[config.mk]
export PLATFORM = sky130hd
export DESIGN_NAME = gram_scanout_reader
export DESIGN_NICKNAME = d
export VERILOG_FILES = /design/src/rtl/gram_scanout_reader.sv
export SDC_FILE = /design/constraint.sdc
export NUM_CORES = 1
export LEC_CHECK = 0
export ABC_AREA = 1
export BUFFER_PORTS_ARGS = -buffer_cell sky130_fd_sc_hd__buf_2
export CAP_MARGIN = 10
export CORE_MARGIN = 2
export CORE_UTILIZATION = 50
export CTS_CLUSTER_DIAMETER = 40
export CTS_CLUSTER_SIZE = 28
export DETAILED_ROUTE_END_ITERATION = 16
export PLACE_DENSITY = 0.68
export SLEW_MARGIN = 20
export SYNTH_ARGS = -nofsm -noshare
export SYNTH_HDL_FRONTEND = slang
export SYNTH_SLANG_ARGS = --single-unit
export TNS_END_PERCENT = 5
[constraint.sdc]
create_clock -name clk -period 6.2 [get_ports clk]
set_input_delay 0.62 -clock clk [delete_from_list [all_inputs] [get_ports clk]]
set_output_delay 0.62 -clock clk [all_outputs]
set_load 0.02 [all_outputs]
[src/rtl/gram_scanout_reader.sv]
// Scan-out reader: streams LCD GRAM from SDRAM in 4-word bursts into a small
// pixel FIFO and pops one RGB565 pixel per request for the TFT output stage.
module gram_scanout_reader #(
  parameter int          H_PIXELS   = 480,
  parameter int          V_LINES    = 800,
  parameter logic [23:0] BASE_ADDR  = 24'd0,
  parameter int          FIFO_DEPTH = 16
) (
  input  logic        clk,
  input  logic        rst_n,
  input  logic        en,
  input  logic        iFrameStart,
  output logic [23:0] oSDRAM_Rd_Addr,
  output logic        oSDRAM_Rd_Req,
  input  logic        iSDRAM_Rd_Done,
  input  logic [15:0] iSDRAM_Data1,
  input  logic [15:0] iSDRAM_Data2,
  input  logic [15:0] iSDRAM_Data3,
  input  logic [15:0] iSDRAM_Data4,
  input  logic        iPixelReq,
  output logic [15:0] oPixelData,
  output logic        oPixelValid,
  output logic        oUnderflow,
  output logic        oFrameDone
);
  localparam int          PW        = $clog2(FIFO_DEPTH);
  localparam int          CW        = PW + 1;
  localparam logic [23:0] LAST_ADDR = BASE_ADDR + 24'(H_PIXELS * V_LINES - 4);
  localparam logic [CW-1:0] SPACE_MAX = CW'(FIFO_DEPTH - 4);

  typedef enum logic [2:0] {IDLE, FETCH, WAIT, DRAIN, DONE} state_t;

  state_t                      state;
  logic [FIFO_DEPTH-1:0][15:0] mem;
  logic [PW-1:0]               wr_ptr, rd_ptr;
  logic [CW-1:0]               count;
  logic [3:0][15:0]            burst;
  logic                        push, pop, restart;

  assign burst = {iSDRAM_Data4, iSDRAM_Data3, iSDRAM_Data2, iSDRAM_Data1};
  assign pop   = iPixelReq && (count != '0);
  assign push  = (state == WAIT) && iSDRAM_Rd_Done && !iFrameStart;
  // A frame start while a burst is in flight waits for that burst's done.
  assign restart = (iFrameStart && (state == IDLE || state == FETCH || state == DONE)) ||
                   (iSDRAM_Rd_Done && (state == DRAIN || (state == WAIT && iFrameStart)));

  always_ff @(posedge clk) begin
    if (push)
      for (int k = 0; k < 4; k++) mem[wr_ptr + PW'(k)] <= burst[k];
  end

  always_ff @(posedge clk or negedge rst_n) begin
    if (!rst_n) begin
      state          <= IDLE;
      oSDRAM_Rd_Req  <= 1'b0;
      oSDRAM_Rd_Addr <= BASE_ADDR;
      wr_ptr         <= '0;
      rd_ptr         <= '0;
      count          <= '0;
      oPixelData     <= '0;
      oPixelValid    <= 1'b0;
      oUnderflow     <= 1'b0;
      oFrameDone     <= 1'b0;
    end else if (!en) begin
      state          <= IDLE;
      oSDRAM_Rd_Req  <= 1'b0;
      oSDRAM_Rd_Addr <= BASE_ADDR;
      wr_ptr         <= '0;
      rd_ptr         <= '0;
      count          <= '0;
      oPixelData     <= '0;
      oPixelValid    <= 1'b0;
      oUnderflow     <= 1'b0;
      oFrameDone     <= 1'b0;
    end else begin
      oFrameDone  <= 1'b0;
      oPixelValid <= iPixelReq;
      if (iPixelReq) oPixelData <= pop ? mem[rd_ptr] : 16'h0000;

      // Pop sees the pre-flush head; words pushed this cycle are not yet visible.
      if (restart) begin
        wr_ptr <= '0;
        rd_ptr <= '0;
        count  <= '0;
      end else begin
        if (pop)  rd_ptr <= rd_ptr + PW'(1);
        if (push) wr_ptr <= wr_ptr + PW'(4);
        count <= count + (push ? CW'(4) : CW'(0)) - (pop ? CW'(1) : CW'(0));
      end

      if (iPixelReq && count == '0) oUnderflow <= 1'b1;
      else if (restart)             oUnderflow <= 1'b0;

      case (state)
        IDLE, DONE: if (iFrameStart) begin
          oSDRAM_Rd_Addr <= BASE_ADDR;
          state          <= FETCH;
        end
        FETCH: if (iFrameStart) begin
          oSDRAM_Rd_Addr <= BASE_ADDR;
        end else if (count <= SPACE_MAX) begin
          oSDRAM_Rd_Req <= 1'b1;
          state         <= WAIT;
        end
        WAIT: if (iSDRAM_Rd_Done) begin
          oSDRAM_Rd_Req <= 1'b0;
          if (iFrameStart) begin
            oSDRAM_Rd_Addr <= BASE_ADDR;
            state          <= FETCH;
          end else if (oSDRAM_Rd_Addr == LAST_ADDR) begin
            oFrameDone <= 1'b1;
            state      <= DONE;
          end else begin
            oSDRAM_Rd_Addr <= oSDRAM_Rd_Addr + 24'd4;
            state          <= FETCH;
          end
        end else if (iFrameStart) begin
          state <= DRAIN;
        end
        DRAIN: if (iSDRAM_Rd_Done) begin
          oSDRAM_Rd_Req  <= 1'b0;
          oSDRAM_Rd_Addr <= BASE_ADDR;
          state          <= FETCH;
        end
        default: state <= IDLE;
      endcase
    end
  end
endmodule
==> results.ini <==
[outcome]
status=finished, final reports clean

[sta]
period_share_pct=53.00
clock.fmax_mhz=304.3
final_max_slew_viol_count=0
worst_pin_slew_ns=1.073
layout_min_cycle_time_ns=3.286
slew_headroom_pct=28.46
rsz0062_at_grt=false
setup_viol=0
fin_skew_ns=0.01929
finalSetupTns_ns=0
hold_slack_ns=0.2189
final_hold_viol_count=0
finalWorstSetupSlack_ns=2.914

[final_layout]
area_growth_pct=14.88
drive_above_1_share_pct=13.57
fillCellCount=2765
num_antenna_cells=0
nNetsFinal=1994
final_area_mm2=0.01824

[grt]
grtUsageTotal_pct=24.70
grt_pass1_vias=11670
antenna_found_initial=0
overflow=0
grt_pass1_wl_mm=63.46
grt_max_degree=225

[detailed_routing]
wl_mm=40.61
drtPass1Iterations=5
num_vias=12180
ant_nets=0
route.detailed.drc=0
avgRoutedWirePerCell_um=17.30
drt_iter0_drc=1051
viasPerCell=5.188

[worst_setup_path]
crit_type=reg -> reg
critPathSlowestCell=nor2_4
cp_slowest_stage_delay_ns=0.69
path_cells=inv_1, ha_2, buf_4, inv_1, nor2_4, buf_4
worstPathMaxFanout=49
required_ns=6.37
worst_ep_arrival_time_ns=3.46
start_kind=flop
end_kind=flop

[floorplan]
dieWidth_um=182.2
start_util_pct=50.57
dieArea_mm2=0.03319
row_count=65
die_h_um=182.2
io-pin-count=114
coreArea_mm2=0.03139

[clocking]
cts_tree=built
cts_sinks=312
cts.clk_slew.worst_paths_ns=0.05
cts_made_buffers=47
ctsHoldBuffers=0
post_cts_buffers=0
htreeDepth=2
root_buffer=clkbuf_16
ctsResizeCount=0
clk_path_buf_depth=3
insertion_delay_ns=0.55

[logic_synthesis]
ys_warn_count=0
ys_types=37
syn_avg_cell_area_um2=8.699
syn-cell-area_mm2=0.01588
synthCells=1825
ys_seq_elements=312
ys_seq_area_share_pct=57.25

[worst_hold_path]
min_path_type=in -> async

[placement]
finalWeightedCongestion=0.9104
post-dp-hpwl_mm=26.10
port_buffers=111
place_ws_ns=2.704
place_area_mm2=0.01666

[power_and_ir_drop]
peakVddDrop_uv=253.6
totalPowerFinal_mw=5.756
p_leak_nw=9.101
p_per_area_mw_per_mm2=315.6

[flow_run]
maxCapViolCount=0

## cell type report
cell class                 count  area, um2  share of cell area [%]
clock inverter                36      367.9                   2.017
multi-input combinational    986       4766                   26.13
tap                          402      503.0                   2.758
timing repair buffer         123      658.1                   3.609
inverter                     437       1645                   9.022
sequential                   312       9096                   49.88
clock buffer                  51       1201                   6.586
## sequential cells by signal (all words and copies together), names as in the netlist
name	flops
oFrameDone	1
state	3
oPixelValid	1
oPixelData	16
oUnderflow	1
oSDRAM_Rd_Req	1
rd_ptr	4
mem	256
count	5
wr_ptr	2
oSDRAM_Rd_Addr	22
## placed cells by master, fill, tap and decap left out, drive strengths merged
cell      instances
dfrtp            56
buf             123
xnor2             1
or2               1
mux2              8
fa                1
clkinv           15
conb              2
bufinv            5
and2              2
o21bai            1
inv             447
ha               16
nor2             76
nor3              4
nand3            85
xor2              4
o21ai           132
clkbuf           51
o211ai           41
nand2           487
edfxtp          256
a21oi            97
clkinvlp          6
nand3b            2
nand4            26
## path summary, 6_finish.rpt
| kind | start | cells past startpoint | to | slack, ns |
|---|---|---|---|---|
| max in group asynchronous | rst_n | 2 | rd_ptr[1] | 5.41 |
| setup reg to reg | wr_ptr[3] | 6 | mem[123] | 2.91 |
| hold reg to reg | oPixelData[8] | 2 | oPixelData[8] | 0.48 |
| min in group clk | iPixelReq | 3 | oPixelValid | 0.36 |
| hold / removal | rst_n | 2 | oPixelData[13] | 0.22 |
| setup / recovery | wr_ptr[3] | 6 | mem[123] | 2.91 |
## worst max-delay path, delay by kind of cell (launching register included)
family                   cells  cell delay, ns
flip-flops                   1            0.46
AND/OR/NAND/NOR              1            0.69
adder cells (fa/ha/maj)      1            0.20
buffers and inverters        4            1.53
## logic make-up after synthesis
logic type / count (synthesis) / share of synthesized area [%]
simple gates: 683 / 18.00
buf+inv: 528 / 13.05
flops: 312 / 57.25
compound gates: 271 / 9.442
fa+ha+maj: 17 / 1.387
mux: 8 / 0.5675
xor+xnor: 5 / 0.2758
other cells: 1 / 0.02362
## cell usage after synthesis
cell type  number  area share [%]
conb_1          1           0.024
nor2_2          6            0.24
inv_2           6            0.14
dfrtp_1        56             8.8
or2_1           1           0.039
nand4_1        25            0.99
o21bai_1        1           0.047
a21oi_1        97             3.1
xnor2_1         1           0.055
nand2_1       474              11
o21ai_0        94             3.0
xor2_1          4            0.22
o211ai_1       41             1.9
buf_12          2            0.25
nand3_4         1            0.11
nor2_1         67             1.6
nand4_4         1            0.13
fa_1            1            0.13
nand3_1        84             2.6
mux2_2          8            0.57
buf_4           3            0.14
nor2_4          3            0.21
nand3b_1        2           0.095
nor3_1          4            0.13
o21ai_2        10            0.55
nand2_2        12            0.47
ha_1           16             1.3
inv_6           1           0.055
clkbuf_1       46             1.1
and2_1          2           0.079
buf_6           1           0.071
edfxtp_1      256              48
nand2_4         1           0.071
inv_1         430              10
buf_1          12            0.28
o21ai_1        28            0.88
buf_2          27            0.85
## layer usage
layer	vias to the layer above	part of all wire [%]	global-route usage, %
met5	-	0	0
met3	100	7.5	4.370
li1	5916	-	-
met4	0	3.6	9.419
met1	5706	39	30.45
met2	455	50	43.44
## report_power, final
group          switching, mW  internal, mW
clock                  0.997          1.63
combinational          0.534         0.206
sequential            0.0563          2.33
## per-stage QoR
step	utilization [%]	cells
after floorplan	-	1826
after global placement	53.07	2260
after detailed placement	53.07	2260
after CTS	58.06	2347
after global routing	58.09	2347
final	58.09	2347
Note: power is estimated with default switching activity, not from simulation.
